==> src/rtl/counter.sv <==
// Start/stop cycle counter: value runs 0..counter_overflow-1 and overflow pulses for one cycle on wrap.
// One-shot or autoreload; reset pauses and clears the count but leaves the running flag untouched.
module counter #(
   parameter int counter_overflow      = 16,
   parameter int counter_width         = $clog2(counter_overflow),
   parameter bit autostart             = 1'b0,
   parameter bit autoreload            = 1'b0,
   parameter bit start_resets_counting = 1'b0
) (
   input  logic                     clock,
   input  logic                     reset,
   input  logic                     start,
   input  logic                     stop,
   output logic [counter_width-1:0] value,
   output logic                     running,
   output logic                     overflow
);

   localparam logic [counter_width-1:0] last_count = counter_width'(counter_overflow - 1);

   logic                     run_q      = autostart;
   logic [counter_width-1:0] value_q    = '0;
   logic                     overflow_q = 1'b0;

   logic restart;
   logic at_last;
   logic wrap;

   // stop outranks start, so a simultaneous stop suppresses the restart and lets a wrap through
   always_comb begin
      restart = start & start_resets_counting & ~stop;
      at_last = (value_q == last_count);
      wrap    = run_q & at_last & ~restart;
   end

   // The running flag deliberately has no reset: reset only pauses and clears the count.
   always_ff @(posedge clock) begin
      if (stop) begin
         run_q <= 1'b0;
      end else if (start && !run_q) begin
         run_q <= 1'b1;
      end else if (wrap && !autoreload) begin
         run_q <= 1'b0;
      end
   end

   always_ff @(posedge clock or posedge reset) begin
      if (reset) begin
         value_q    <= '0;
         overflow_q <= 1'b0;
      end else begin
         overflow_q <= wrap;
         if (restart) begin
            value_q <= '0;
         end else if (run_q) begin
            value_q <= at_last ? '0 : value_q + counter_width'(1);
         end
      end
   end

   assign value    = value_q;
   assign running  = run_q;
   assign overflow = overflow_q;

endmodule

==> config.mk <==
export PLATFORM = sky130hd
export DESIGN_NAME = counter
export DESIGN_NICKNAME = d
export VERILOG_FILES = /design/src/rtl/counter.sv
export SDC_FILE = /design/constraint.sdc
export NUM_CORES = 1
export LEC_CHECK = 0
export ABC_AREA = 1
export BUFFER_PORTS_ARGS = -buffer_cell sky130_fd_sc_hd__buf_2
export CORE_AREA = 3 3 40 42
export CTS_CLUSTER_DIAMETER = 80
export DETAILED_ROUTE_END_ITERATION = 6
export DIE_AREA = 0 0 43 45
export PLACE_DENSITY = 0.36
export SETUP_SLACK_MARGIN = 0.2
export SKIP_CTS_REPAIR_TIMING = 1
export SLEW_MARGIN = 20
export SYNTH_ARGS = -nofsm -noshare
export SYNTH_HDL_FRONTEND = slang
export SYNTH_SLANG_ARGS = --single-unit
==> constraint.sdc <==
create_clock -name clock -period 3.05 [get_ports clock]
set_input_delay 0.61 -clock clock [delete_from_list [all_inputs] [get_ports clock]]
set_output_delay 0.61 -clock clock [all_outputs]
set_load 0.01 [all_outputs]
# After elaboration in Yosys (flattened, before gate mapping)
# Cells that the tools add are included.
# totals
reg_bits	6
# op_classes
add_sub_neg	1
bitwise_logic	1
eq_ne	1
reduce_logical	3
mux	3
# ops
operator	n
4-bit by 1-bit adder with 4-bit output, second input constant	1
4-bit == test, second input constant	1
4-bit 2-to-1 mux	1
1-bit 2-to-1 mux	2
2-bit nonzero test	1
1-bit bitwise AND	1
1-bit logical AND	1
1-bit logical NOT	1

# Logic depth before layout (Yosys ltp)
# depth
depth_word	4
mapped_depth	5
depth_no_buf	5

# Worst setup path before layout
# No wires, ideal clock.
# synth_path
kind	register to output
from	register run_q (netlist: running)
to	output port running
path_stages_with_launch	1
required_ps	2440
arrival_ps	423
path_buffers	0
slack_ps	2017
cell_sequence	dfxtp_1
# synth_rtl
item	line	source
start: declaration	21	logic run_q = autostart;
start signal: assignment	39	run_q <= 1'b0;
start signal: assignment	41	run_q <= 1'b1;
start signal: assignment	43	run_q <= 1'b0;
end: declaration	15	output logic running,
# No word-level cell between the ends.

# Worst setup path after layout
# layout_path
from	register value_q[2] (netlist: value[2])
to	output port value[2]
# layout_rtl
item	line	source
start: declaration	22	logic [counter_width-1:0] value_q = '0;
start signal: assignment	56	value_q <= at_last ? '0 : value_q + counter_width'(1);
end: declaration	14	output logic [counter_width-1:0] value,
# No word-level cell between the ends.

==> flow_summary_export.csv <==
group,metric,value,unit
floorplan,io_pins,10,
floorplan,core,1280,sq um
clocking,clock_sinks,6,
drt,wl_met2,236,microns
drt,wl_per_cell,9.31,microns
clocking,clock_latency,0.25,ns
worst_setup_path,critPathTopFamily,"flip-flops",
grt,grt_pass1_vias,228,
grt,grt_antenna_before_repair,0,
timing,layout_worst_path_cycle_share,47.2,%
drt,ant_nets,0,
clocking,cts_tree,"done",
power,power,0.307,mW
power,power_density,871,nW/um^2
synth,ys_warn_count,0,
drt,via_per_inst,3.80,
finish,fin_nets,50,
timing,grt_setup_unrepaired,"no",
placed_design,dp_hpwl,430,microns
synth,ys_ff_latch,6,
worst_setup_path,cp-start-kind,"flip-flop",
synth,netlist_area,263,sq um
clocking,numCtsBuffers,3,
flow_run,maxCapViolations,0,
worst_setup_path,startpoint,"value[2]",
timing,min_period,1.44,ns
placed_design,io_buffers,9,
drt,drc,0,
synth,synth_nets,36,
timing,finalClockSkew,0.00548,ns
outcome,status,"finished, final reports clean",
timing,fmax,695,MHz
timing,finalHoldViolCount,0,
drt,wl,549,microns
worst_setup_path,worstPathCellList,"buf_2",
finish,diodes,0,
floorplan,die_h,45,microns
grt,grt_overflow_total,0,
floorplan,rows,13,
finish,drive_gt1_share,27.3,%
synth,ys_seq_area_share,55.2,%
clocking,clk_path_buf_depth,2,
worst_setup_path,r2r_start,"value[0]",
timing,final.setup.tns,0,ns
grt,grt_util_all_layers,7.45,%
min_path,hold_path.class,"in -> async",
drt,drt-initial-drc-count,2,
grt,grt_max_degree,8,
worst_setup_path,critPathBufInv,1,
finish,post-route-util,27.5,%
finish,fin_area,353,sq um
synth,syn_avg_cell_area,8.48,sq um
placed_design,dpl_cell_area,327,sq um
worst_setup_path,crit_path_top_delay_cell,"dfrtp_1",
drt,via_count,224,
timing,relSlewSlack,86.4,%
clocking,root_buffer,"clkbuf_4",
power,vdd_drop_max,0.252,mV
synth,synthCells,31,
placed_design,gp_congestion,0.775,
floorplan,initial_utilization,20.4,%
timing,worst_slack,1.61,ns
drt,dr_wl_met3,45,microns
clocking,clk_pin_slew_worst_paths,0.05,ns
worst_setup_path,critPathCaptureType,"primary output",
finish,final_cell_mix,"nand2_1, buf_2, dfrtp_1",
finish,area_growth,34.3,%
timing,setup-violations-final,0,
worst_setup_path,crit_type,"reg -> out",
floorplan,die_w,43,microns
drt,top_layer,"met4",
timing,drv_slew,0,
clocking,cts.htree.levels,1,
worst_setup_path,cp.arrival,0.83,ns
worst_setup_path,critPathMaxStageDelay,0.42,ns
placed_design,dpl_worst_slack,1.86,ns
timing,tightest_slew,0.204,ns
worst_setup_path,cp_data_required_time,2.44,ns
drt,wl_met1,260,microns
synth,synth_cell_type_count,12,
drt,drt_pass1_iterations,2,
floorplan,die_area,1940,sq um
grt,grt_pass1_wl,993,microns
finish,mostFrequentLayoutCell,"nand2_1",
power,p_leak,0.197,nW
worst_setup_path,worstPathMaxFanout,5,
[cell families (layout without fill, tap and decap cells)]
group | count (synthesis) | after routing | synth area share, %
DFF | 6 | 6 | 55.2
AOI/OAI and AO/OA | 2 | 2 | 3.81
and+or+nand+nor | 16 | 16 | 25.7
buffers and inverters | 5 | 18 | 7.14
xor gates and xnor gates | 1 | 1 | 3.33
adders and majority gates | 1 | 1 | 4.76
[report_power, final]
part | internal (mW) | switching (mW)
logic | 0.0417 | 0.0498
clock network | 0.0497 | 0.0303
registers | 0.106 | 0.0302
total | 0.197 | 0.110
[cell type report]
class,instances,area [sq um]
well taps,15,18.8
fillers,144,932
flip-flops and latches,6,145
clock buffers,4,26.3
repair buffers,9,45.0
multi-input cells,20,98.8
inverters,5,18.8
[worst paths after layout]
| path | slack, ns | cells past startpoint | endpoint |
|---|---|---|---|
| max in group asynchronous | 2.61 | 2 | value[0] |
| min in group clock | 0.51 | 2 | value[1] |
| min | 0.26 | 2 | value[3] |
| max reg2reg | 2.00 | 4 | value[0] |
| max | 1.61 | 1 | value[2] |
| min reg2reg | 0.51 | 2 | value[1] |
[through the flow]
step | hold WS (ns) | std cells
floorplan | 0.389 | 31
global placement | 0.511 | 55
detailed placement | 0.507 | 55
CTS | 0.258 | 59
global route | 0.264 | 59
finish | 0.255 | 59
[layer usage]
metal,vias to the layer above,global-route usage (%)
li1,122,-
met1,93,8.31
met2,7,9.88
met3,2,3.98
met4,0,7.23
met5,-,0
[synth_stat cells]
cell,count,area [sq um]
nor2_1,1,3.75
inv_1,4,15.0
a21oi_1,1,5.00
nand3_1,3,15.0
xor2_1,1,8.76
ha_1,1,12.5
nand3b_1,1,7.51
dfrtp_1,5,125
dfxtp_1,1,20.0
o21ai_1,1,5.00
clkinv_1,1,3.75
nand2_1,11,41.3
[state kept, by name (all words and copies together), names as in the netlist]
register,cells
value,4
overflow,1
running,1
No activity file was read; power rests on OpenSTA's default activity.
